## src/rtl/key_entry_pkg.sv

```systemverilog
`default_nettype none
// ============================================================================
// Module   : key_entry_pkg
// Purpose  : Shared definitions for the front-panel operand entry block.
//            Contents: key index constants, the EDIT/PENDING state type,
//            the signed value limits and a ms-to-clock-cycles helper.
// Revision : 1.0 - initial release
// ============================================================================
package key_entry_pkg;

    // Index of each button within key_n
    localparam int KEY_INC    = 0;
    localparam int KEY_DEC    = 1;
    localparam int KEY_LOAD   = 2;
    localparam int KEY_COMMIT = 3;
    localparam int NUM_KEYS   = 4;

    // Entry states
    typedef enum logic [0:0] {
        EDIT    = 1'b0,
        PENDING = 1'b1
    } entry_state_e;

    // Saturation limits for the signed 8-bit edit value
    localparam logic signed [7:0] VALUE_MAX = 8'sd127;
    localparam logic signed [7:0] VALUE_MIN = -8'sd128;

    // Convert milliseconds to clock cycles.
    // 64-bit intermediate so 500 ms at 50 MHz does not overflow.
    // Never returns 0 so a degenerate configuration still yields a counter.
    function automatic int unsigned ms_to_cycles(input int unsigned ms,
                                                 input int unsigned clk_hz);
        logic [63:0] w_cycles;
        w_cycles = (64'(ms) * 64'(clk_hz)) / 64'd1000;
        if (w_cycles == 64'd0) begin
            w_cycles = 64'd1;
        end
        return 32'(w_cycles);
    endfunction

endpackage : key_entry_pkg
`default_nettype wire

```

## src/rtl/key_press_filter.sv

```systemverilog
`default_nettype none
// ============================================================================
// Module   : key_press_filter
// Purpose  : One push-button conditioner: 2-flop synchroniser, resettable
//            debounce counter and a 1-cycle press pulse on the debounced
//            released->pressed edge. Release produces no pulse.
// Ports    : clk          in  clock, rising edge
//            rst_n        in  synchronous reset, active-low
//            key_n        in  raw button, active-low, asynchronous
//            pressed      out debounced level, 1 = pressed
//            press_pulse  out 1-cycle pulse when the debounced level presses
// Revision : 1.0 - initial release
// ============================================================================
module key_press_filter #(
    parameter int DEBOUNCE_CYCLES = 3
) (
    input  logic clk,
    input  logic rst_n,
    input  logic key_n,
    output logic pressed,
    output logic press_pulse
);

    localparam int c_CNT_W = (DEBOUNCE_CYCLES > 1) ? $clog2(DEBOUNCE_CYCLES) : 1;
    localparam logic [c_CNT_W-1:0] c_CNT_LAST = c_CNT_W'(DEBOUNCE_CYCLES - 1);

    logic               r_sync1;
    logic               r_sync2;
    logic               r_pressed;
    logic               r_pulse;
    logic [c_CNT_W-1:0] r_cnt;

    logic w_raw_pressed;
    logic w_disagree;
    logic w_toggle;

    assign w_raw_pressed = ~r_sync2;
    assign w_disagree    = w_raw_pressed ^ r_pressed;
    // The level flips on the DEBOUNCE_CYCLES-th consecutive disagreeing cycle
    assign w_toggle      = w_disagree && (r_cnt == c_CNT_LAST);

    always_ff @(posedge clk) begin
        if (!rst_n) begin
            // Synchroniser preset to the released (high) level
            r_sync1   <= 1'b1;
            r_sync2   <= 1'b1;
            r_pressed <= 1'b0;
            r_pulse   <= 1'b0;
            r_cnt     <= '0;
        end else begin
            r_sync1 <= key_n;
            r_sync2 <= r_sync1;
            r_pulse <= w_toggle && !r_pressed;
            if (!w_disagree) begin
                r_cnt <= '0;
            end else if (w_toggle) begin
                r_cnt     <= '0;
                r_pressed <= ~r_pressed;
            end else begin
                r_cnt <= r_cnt + 1'b1;
            end
        end
    end

    assign pressed     = r_pressed;
    assign press_pulse = r_pulse;

endmodule : key_press_filter
`default_nettype wire

```

## src/rtl/key_value_entry.sv

```systemverilog
`default_nettype none
// ============================================================================
// Module   : key_value_entry
// Purpose  : Front-panel operand entry. Debounces 4 active-low buttons,
//            edits a signed 8-bit value (inc/dec saturating, load from
//            switches) and hands committed values out over valid/ready.
//            Optional feature macro: AUTO_REPEAT_EN (inc/dec auto-repeat).
// Ports    : clk        in  1  clock, rising edge
//            rst_n      in  1  synchronous reset, active-low
//            key_n      in  4  raw buttons, active-low: inc, dec, load, commit
//            sw         in  8  switch value, asynchronous
//            value      out 8  signed current edit value
//            disp_en    out 1  1 in EDIT, blinks at 2 Hz in PENDING
//            out_data   out 8  committed value, stable while out_valid
//            out_valid  out 1  committed value available
//            out_ready  in  1  consumer accepts on out_valid & out_ready
// Revision : 1.0 - initial release
// ============================================================================
module key_value_entry
    import key_entry_pkg::*;
#(
    parameter int CLK_HZ          = 50_000_000,
    parameter int DEBOUNCE_MS     = 30,
    parameter int REPEAT_DELAY_MS = 500,
    parameter int REPEAT_RATE_MS  = 100
) (
    input  logic       clk,
    input  logic       rst_n,
    input  logic [3:0] key_n,
    input  logic [7:0] sw,
    output logic [7:0] value,
    output logic       disp_en,
    output logic [7:0] out_data,
    output logic       out_valid,
    input  logic       out_ready
);

    localparam logic [0:0] c_ST_EDIT    = EDIT;
    localparam logic [0:0] c_ST_PENDING = PENDING;

    localparam int unsigned c_DEB_CYCLES   = ms_to_cycles(DEBOUNCE_MS, CLK_HZ);
    localparam int unsigned c_BLINK_CYCLES = ms_to_cycles(250, CLK_HZ);
    localparam int          c_BLINK_W      = $clog2(c_BLINK_CYCLES + 1);
    localparam logic [c_BLINK_W-1:0] c_BLINK_LAST = c_BLINK_W'(c_BLINK_CYCLES - 1);

    // ------------------------------------------------------------------
    // Button conditioning
    // ------------------------------------------------------------------
    logic [NUM_KEYS-1:0] w_pressed;
    logic [NUM_KEYS-1:0] w_pulse;

    generate
        for (genvar gi = 0; gi < NUM_KEYS; gi++) begin : g_key
            key_press_filter #(
                .DEBOUNCE_CYCLES (int'(c_DEB_CYCLES))
            ) u_filter (
                .clk         (clk),
                .rst_n       (rst_n),
                .key_n       (key_n[gi]),
                .pressed     (w_pressed[gi]),
                .press_pulse (w_pulse[gi])
            );
        end
    endgenerate

    // Switch synchroniser
    logic [7:0] r_sw_meta;
    logic [7:0] r_sw_sync;

    always_ff @(posedge clk) begin
        if (!rst_n) begin
            r_sw_meta <= '0;
            r_sw_sync <= '0;
        end else begin
            r_sw_meta <= sw;
            r_sw_sync <= r_sw_meta;
        end
    end

    logic [0:0]        r_state;
    logic signed [7:0] r_value;
    logic [7:0]        r_out_data;
    logic              r_out_valid;
    logic              r_disp_en;
    logic [c_BLINK_W-1:0] r_blink_cnt;

    // ------------------------------------------------------------------
    // Auto-repeat generator
    // ------------------------------------------------------------------
    logic w_rep_inc;
    logic w_rep_dec;

`ifdef AUTO_REPEAT_EN
    localparam int unsigned c_DELAY_CYCLES = ms_to_cycles(REPEAT_DELAY_MS, CLK_HZ);
    localparam int unsigned c_RATE_CYCLES  = ms_to_cycles(REPEAT_RATE_MS, CLK_HZ);
    localparam int unsigned c_REP_MAX      = (c_DELAY_CYCLES > c_RATE_CYCLES) ?
                                             c_DELAY_CYCLES : c_RATE_CYCLES;
    localparam int          c_REP_W        = $clog2(c_REP_MAX + 1);
    localparam logic [c_REP_W-1:0] c_DELAY_LAST = c_REP_W'(c_DELAY_CYCLES - 1);
    localparam logic [c_REP_W-1:0] c_RATE_LAST  = c_REP_W'(c_RATE_CYCLES - 1);

    logic [c_REP_W-1:0] r_rep_cnt;
    logic               r_rep_first;
    logic               w_rep_held;
    logic               w_rep_restart;
    logic               w_rep_fire;

    assign w_rep_held    = (r_state == c_ST_EDIT) &&
                           (w_pressed[KEY_INC] || w_pressed[KEY_DEC]);
    // A fresh inc/dec press re-arms the initial delay
    assign w_rep_restart = w_pulse[KEY_INC] || w_pulse[KEY_DEC];
    assign w_rep_fire    = w_rep_held && !w_rep_restart &&
                           (r_rep_first ? (r_rep_cnt == c_DELAY_LAST)
                                        : (r_rep_cnt == c_RATE_LAST));

    always_ff @(posedge clk) begin
        if (!rst_n) begin
            r_rep_cnt   <= '0;
            r_rep_first <= 1'b1;
        end else if (!w_rep_held || w_rep_restart) begin
            r_rep_cnt   <= '0;
            r_rep_first <= 1'b1;
        end else if (w_rep_fire) begin
            r_rep_cnt   <= '0;
            r_rep_first <= 1'b0;
        end else begin
            r_rep_cnt <= r_rep_cnt + 1'b1;
        end
    end

    // Holding both buttons repeats inc only
    assign w_rep_inc = w_rep_fire && w_pressed[KEY_INC];
    assign w_rep_dec = w_rep_fire && !w_pressed[KEY_INC];
`else
    localparam int c_unused_rep_ms = REPEAT_DELAY_MS + REPEAT_RATE_MS;
    assign w_rep_inc = 1'b0;
    assign w_rep_dec = 1'b0;
`endif

    // Debounced levels of load/commit (and inc/dec without repeat) are not needed
    logic w_unused_pressed;
    assign w_unused_pressed = ^w_pressed;

    // ------------------------------------------------------------------
    // Action arbiter: commit > load > inc > dec, EDIT only
    // ------------------------------------------------------------------
    logic w_edit;
    logic w_inc_req;
    logic w_dec_req;
    logic w_do_commit;
    logic w_do_load;
    logic w_do_inc;
    logic w_do_dec;

    assign w_edit      = (r_state == c_ST_EDIT);
    assign w_inc_req   = w_pulse[KEY_INC] || w_rep_inc;
    assign w_dec_req   = w_pulse[KEY_DEC] || w_rep_dec;
    assign w_do_commit = w_edit && w_pulse[KEY_COMMIT];
    assign w_do_load   = w_edit && !w_pulse[KEY_COMMIT] && w_pulse[KEY_LOAD];
    assign w_do_inc    = w_edit && !w_pulse[KEY_COMMIT] && !w_pulse[KEY_LOAD] && w_inc_req;
    assign w_do_dec    = w_edit && !w_pulse[KEY_COMMIT] && !w_pulse[KEY_LOAD] &&
                         !w_inc_req && w_dec_req;

    // Saturating value register
    always_ff @(posedge clk) begin
        if (!rst_n) begin
            r_value <= '0;
        end else if (w_do_load) begin
            r_value <= $signed(r_sw_sync);
        end else if (w_do_inc) begin
            if (r_value != VALUE_MAX) begin
                r_value <= r_value + 8'sd1;
            end
        end else if (w_do_dec) begin
            if (r_value != VALUE_MIN) begin
                r_value <= r_value - 8'sd1;
            end
        end
    end

    // ------------------------------------------------------------------
    // Handshake FSM and display blink
    // ------------------------------------------------------------------
    always_ff @(posedge clk) begin
        if (!rst_n) begin
            r_state     <= c_ST_EDIT;
            r_out_data  <= '0;
            r_out_valid <= 1'b0;
            r_disp_en   <= 1'b1;
            r_blink_cnt <= '0;
        end else begin
            case (r_state)
                c_ST_EDIT: begin
                    r_disp_en   <= 1'b1;
                    r_blink_cnt <= '0;
                    if (w_do_commit) begin
                        r_out_data  <= r_value;
                        r_out_valid <= 1'b1;
                        r_state     <= c_ST_PENDING;
                    end
                end
                c_ST_PENDING: begin
                    if (r_out_valid && out_ready) begin
                        r_out_valid <= 1'b0;
                        r_disp_en   <= 1'b1;
                        r_blink_cnt <= '0;
                        r_state     <= c_ST_EDIT;
                    end else if (r_blink_cnt == c_BLINK_LAST) begin
                        r_blink_cnt <= '0;
                        r_disp_en   <= ~r_disp_en;
                    end else begin
                        r_blink_cnt <= r_blink_cnt + 1'b1;
                    end
                end
                default: begin
                    r_state <= c_ST_EDIT;
                end
            endcase
        end
    end

    assign value     = r_value;
    assign disp_en   = r_disp_en;
    assign out_data  = r_out_data;
    assign out_valid = r_out_valid;

endmodule : key_value_entry
`default_nettype wire

```

## config.mk

```make
export PLATFORM = sky130hd
export DESIGN_NAME = key_value_entry
export DESIGN_NICKNAME = d
export VERILOG_FILES = /design/src/rtl/key_entry_pkg.sv /design/src/rtl/key_press_filter.sv /design/src/rtl/key_value_entry.sv
export SDC_FILE = /design/constraint.sdc
export NUM_CORES = 1
export LEC_CHECK = 0
export ABC_AREA = 1
export ABC_CLOCK_PERIOD_IN_PS = 1920
export CAP_MARGIN = 10
export CORE_MARGIN = 1
export CORE_UTILIZATION = 55
export CTS_BUF_LIST = sky130_fd_sc_hd__clkbuf_2
export DETAILED_ROUTE_END_ITERATION = 10
export PLACE_DENSITY = 0.8
export SLEW_MARGIN = 40
export SYNTH_ARGS = -nofsm -noshare
export SYNTH_HDL_FRONTEND = slang
export SYNTH_SLANG_ARGS = --single-unit
```

## constraint.sdc

```tcl
create_clock -name clk -period 1.92 [get_ports clk]
set_clock_uncertainty 0.1 [all_clocks]
set_input_delay 0.384 -clock clk [delete_from_list [all_inputs] [get_ports clk]]
set_output_delay 0.384 -clock clk [all_outputs]
set_load 0.02 [all_outputs]
```

==> impl_results.md <==
- Routed Antenna Nets: 0
- Final setup viols: 0
- CTS tree: done
- Clock power frac: 34.8%
- Drt drc: 0
- Final std cells w/o fill: 1238
- DR pass1 iterations: 5
- Clk buf depth: 2
- Synth cell types: 45
- Area of the mapped netlist: 0.007327 mm2
- RSZ-0062 raised after global routing: yes
- Antenna diodes: 0
- CTS H-tree depth: 4
- Routed length per instance: 11.99 um
- Worst Setup Path Type: reg2reg
- Height of the die: 117.4 um
- Layout net count: 1080
- Num ports: 33
- Worst path max stage delay: 0.39 ns
- Clk slew on worst S/H paths: 0.21 ns
- Core Box Area: 0.01282 mm2
- Comb pwr share: 2.2%
- Post-synthesis net count: 980
- Die area: 0.01379 mm2
- Via-to-Cell Ratio: 5.085
- # hold bufs at CTS: 0
- Multi-input gate area: 0.003799 mm2
- First-pass GRT wire length: 24.91 mm
- Switching power: 1.204 mW
- Worst path slowest cell: dfxtp_2
- Initial DRC Count: 486
- Power Total: 5.290 mW
- Final min period: 1.920 ns
- CTS Sinks: 159
- Max Cap Viol: 0
- Synthesized-area fraction occupied by adder cells: 1.708%
- Synthesis-to-layout area growth: 20.20%
- Placed Instances: 1182
- Fmax: 520.9 MHz
- Worst Tran Pin Value: 0.4723 ns
- Clk_lat worst skew: 0.71 ns
- Die Wd: 117.4 um
- Total GRT Usage: 21.70%
- Met1 global-route usage: 29.09%
- P_int: 4.086 mW
- Hold Vio Cnt, Final: 0
- Largest delay contributor family on the critical path: simple AND/OR/NAND/NOR gates
- Ys flop type: dfxtp_1
- Sequential Power Share: 63.0%
- Number of synthesized register bits: 159
- CTS buffer count: 17
- P per Cell Area: 600.6 mW/mm2
- Startpoint types: register
- Rows: 41
- GRT met2 Usage: 34.10%
- Root Driver: clkbuf_2
- Post-synth ARST share: 0%
- Tcrit/Tclk final: 99.98%
- Gr busiest metal: met2
- Pin count of the biggest net entering global routing: 19
- Crit path top cell by count: nand2_2
- Hold WC Path Type: in2reg
- Yosys warns: 0
- Worst-path fanout max: 7
- Post-Syn Instances: 955
- Layout cells sized above 1: 25.52%
- Initial Util: 57.13%
- Synth Area in XOR/XNOR: 5.379%
- Port Buf Inserts: 32
- Switching share of power: 22.75%
- CP endpoint kind: register
- Vias in the first global route: 5773
- Leakage Power: 3.332 nW
- Global route total overflow: 0
- Crit path buffers/inverters: 4
- Hpwl dp: 10.29 mm
- Synth Area in Compound Gates: 8.282%
- EDFF count, synth: 0
- Sequential fraction of the synthesis area: 43.44%
- Storage cell area: 0.003232 mm2
- WL final: 14.84 mm
- Antenna violations before repair: 0
- Mux cell area share after synthesis: 0%
- Arrival @ worst endpoint: 2.47 ns
- Syn avg cell area: 7.672 um2
- Slew HR: 68.51%
- Status: finished, final reports clean
- Max VDD drop: 0.3101 mV
- Fill cell total of the finished layout: 1017
- Required @ worst endpoint: 2.47 ns
- Vias post-DR: 6295
- Routability cong.: 0.8792
- Max-slew violations: 0
- Simple-gate share of the synthesized area: 33.03%
- Met3 Use GR: 3.745%
- Largest family of logic cells by synthesized area: simple AND/OR/NAND/NOR gates
- Critical Path, Cell by Cell: inv_2 -> nor2_4 -> nand2_4 -> buf_6 -> ha_4 -> nand2_2 -> inv_2 -> nand3_2 -> nand2_1 -> inv_2 -> nand2_2 -> nand2_2 -> nand3_2 -> nand2_2 -> a21oi_2
==> area by class of cell <==
class,instances,share of cell area (%)
well taps,172,2.444
inverters,135,5.853
multi-input cells,645,43.13
clock inverters,12,1.648
flip-flops and latches,159,36.70
repair buffers,97,9.206
clock buffers,18,1.023
==> what timing repair did <==
item / in CTS / in global routing
setup buffers: 1 / 25
pin swaps: 0 / 31
endpoints found under the setup margin: 21 / 88
resized for setup: 67 / 94
==> synth_stat cells (11+ instances only) <==
| library cell | number | area [um2] |
|---|---|---|
| o21ai_0 | 32 | 160.2 |
| nor3b_1 | 13 | 97.59 |
| nand4_1 | 23 | 143.9 |
| nor2_2 | 19 | 118.9 |
| xor2_1 | 32 | 280.3 |
| nor4_1 | 11 | 68.82 |
| nand3_1 | 48 | 240.2 |
| nor3_1 | 30 | 150.1 |
| or2_2 | 19 | 118.9 |
| inv_1 | 126 | 473.0 |
| a21oi_1 | 61 | 305.3 |
| nor2_1 | 104 | 390.4 |
| xnor2_1 | 13 | 113.9 |
| dfxtp_1 | 159 | 3183 |
| nand2_1 | 162 | 608.1 |
==> final timing paths <==
| check | startpoint | end | slack (ns) | cells past startpoint |
|---|---|---|---|---|
| setup / recovery | g_key[0].u_filter.press_pulse | value[7] | 0.0004 | 15 |
| hold / removal | sw[6] | r_sw_meta[6] | 0.13 | 3 |
| setup reg to reg | g_key[0].u_filter.press_pulse | value[7] | 0.0004 | 15 |
| hold reg to reg | g_key[1].u_filter.r_cnt[0] | g_key[1].u_filter.r_cnt[0] | 0.33 | 1 |
==> layer usage <==
layer	wire, um	part of all wire, %	up-vias
met3	642	4.3	29
met2	6810	46	164
li1	-	-	3277
met1	7101	48	2825
met4	287	1.9	0
met5	0	0	-
==> placed cells by master, fill, tap and decap left out, drive strengths merged, types with 3 or more instances in the layout <==
cell type and n:
nand2 173, buf 70, clkinv 8, o21bai 5, nor3 41, xnor2 13
ha 10, xor2 32, inv 134, nor3b 17, clkdlybuf4s50 14, nor4 11
o21ai 35, nand4 24, clkdlybuf4s15 9, a21oi 61, bufinv 3, clkbuf 22
or2 19, nand3 56, nor2 130, o21a 5, dfxtp 159
==> stage by stage <==
stage | TNS [ns] | setup slack (ns) | area (um2) | utilization [%] | hold slack, ns
2_1_floorplan | 0 | 0.1353 | 7327 | - | 0.2905
3_3_place_gp | -0.2881 | -0.03509 | 8093 | 63.10 | 0.2934
3_5_place_dp | -0.6263 | -0.07198 | 8093 | 63.10 | 0.2947
4_1_cts | 0 | 0.0004369 | 8368 | 65.25 | 0.07979
5_1_grt | -0.8671 | -0.1533 | 8807 | 68.67 | 0.06360
6_report | 0 | 0.0004108 | 8807 | 68.67 | 0.1276
==> power groups by stage <==
stage	Sequential, mW	Clock (mW)	Combinational (mW)
finish	3.33	1.84	0.116
global route	3.34	2.02	0.128
CTS	3.34	1.88	0.115
detailed placement	3.41	0	0.114
global placement	3.41	0	0.112
floorplan	3.40	0	0.0578
==> worst min-delay path: stages <==
cell and delay (ns):
clkdlybuf4s50_1 0.43, nand2_1 0.08, inv_1 0.03
==> kinds of logic after synthesis <==
group / Yosys count
buffers and inverters: 151
XOR/XNOR: 45
AO/OA/AOI/OAI: 113
AND/OR/NAND/NOR: 477
flip-flops: 159
adder cells (fa/ha/maj): 10
==> state kept, by name, summed over array words and instances, names as in the netlist <==
name and count:
g_key.u_filter.press_pulse 4, disp_en 1, g_key.u_filter.r_sync1 4, g_key.u_filter.r_cnt 84
out_valid 1, value 8, g_key.u_filter.r_sync2 4, r_state 1
out_data 8, g_key.u_filter.pressed 4, r_blink_cnt 24, r_sw_meta 8
r_sw_sync 8
No activity file was read; power rests on OpenSTA's default activity.
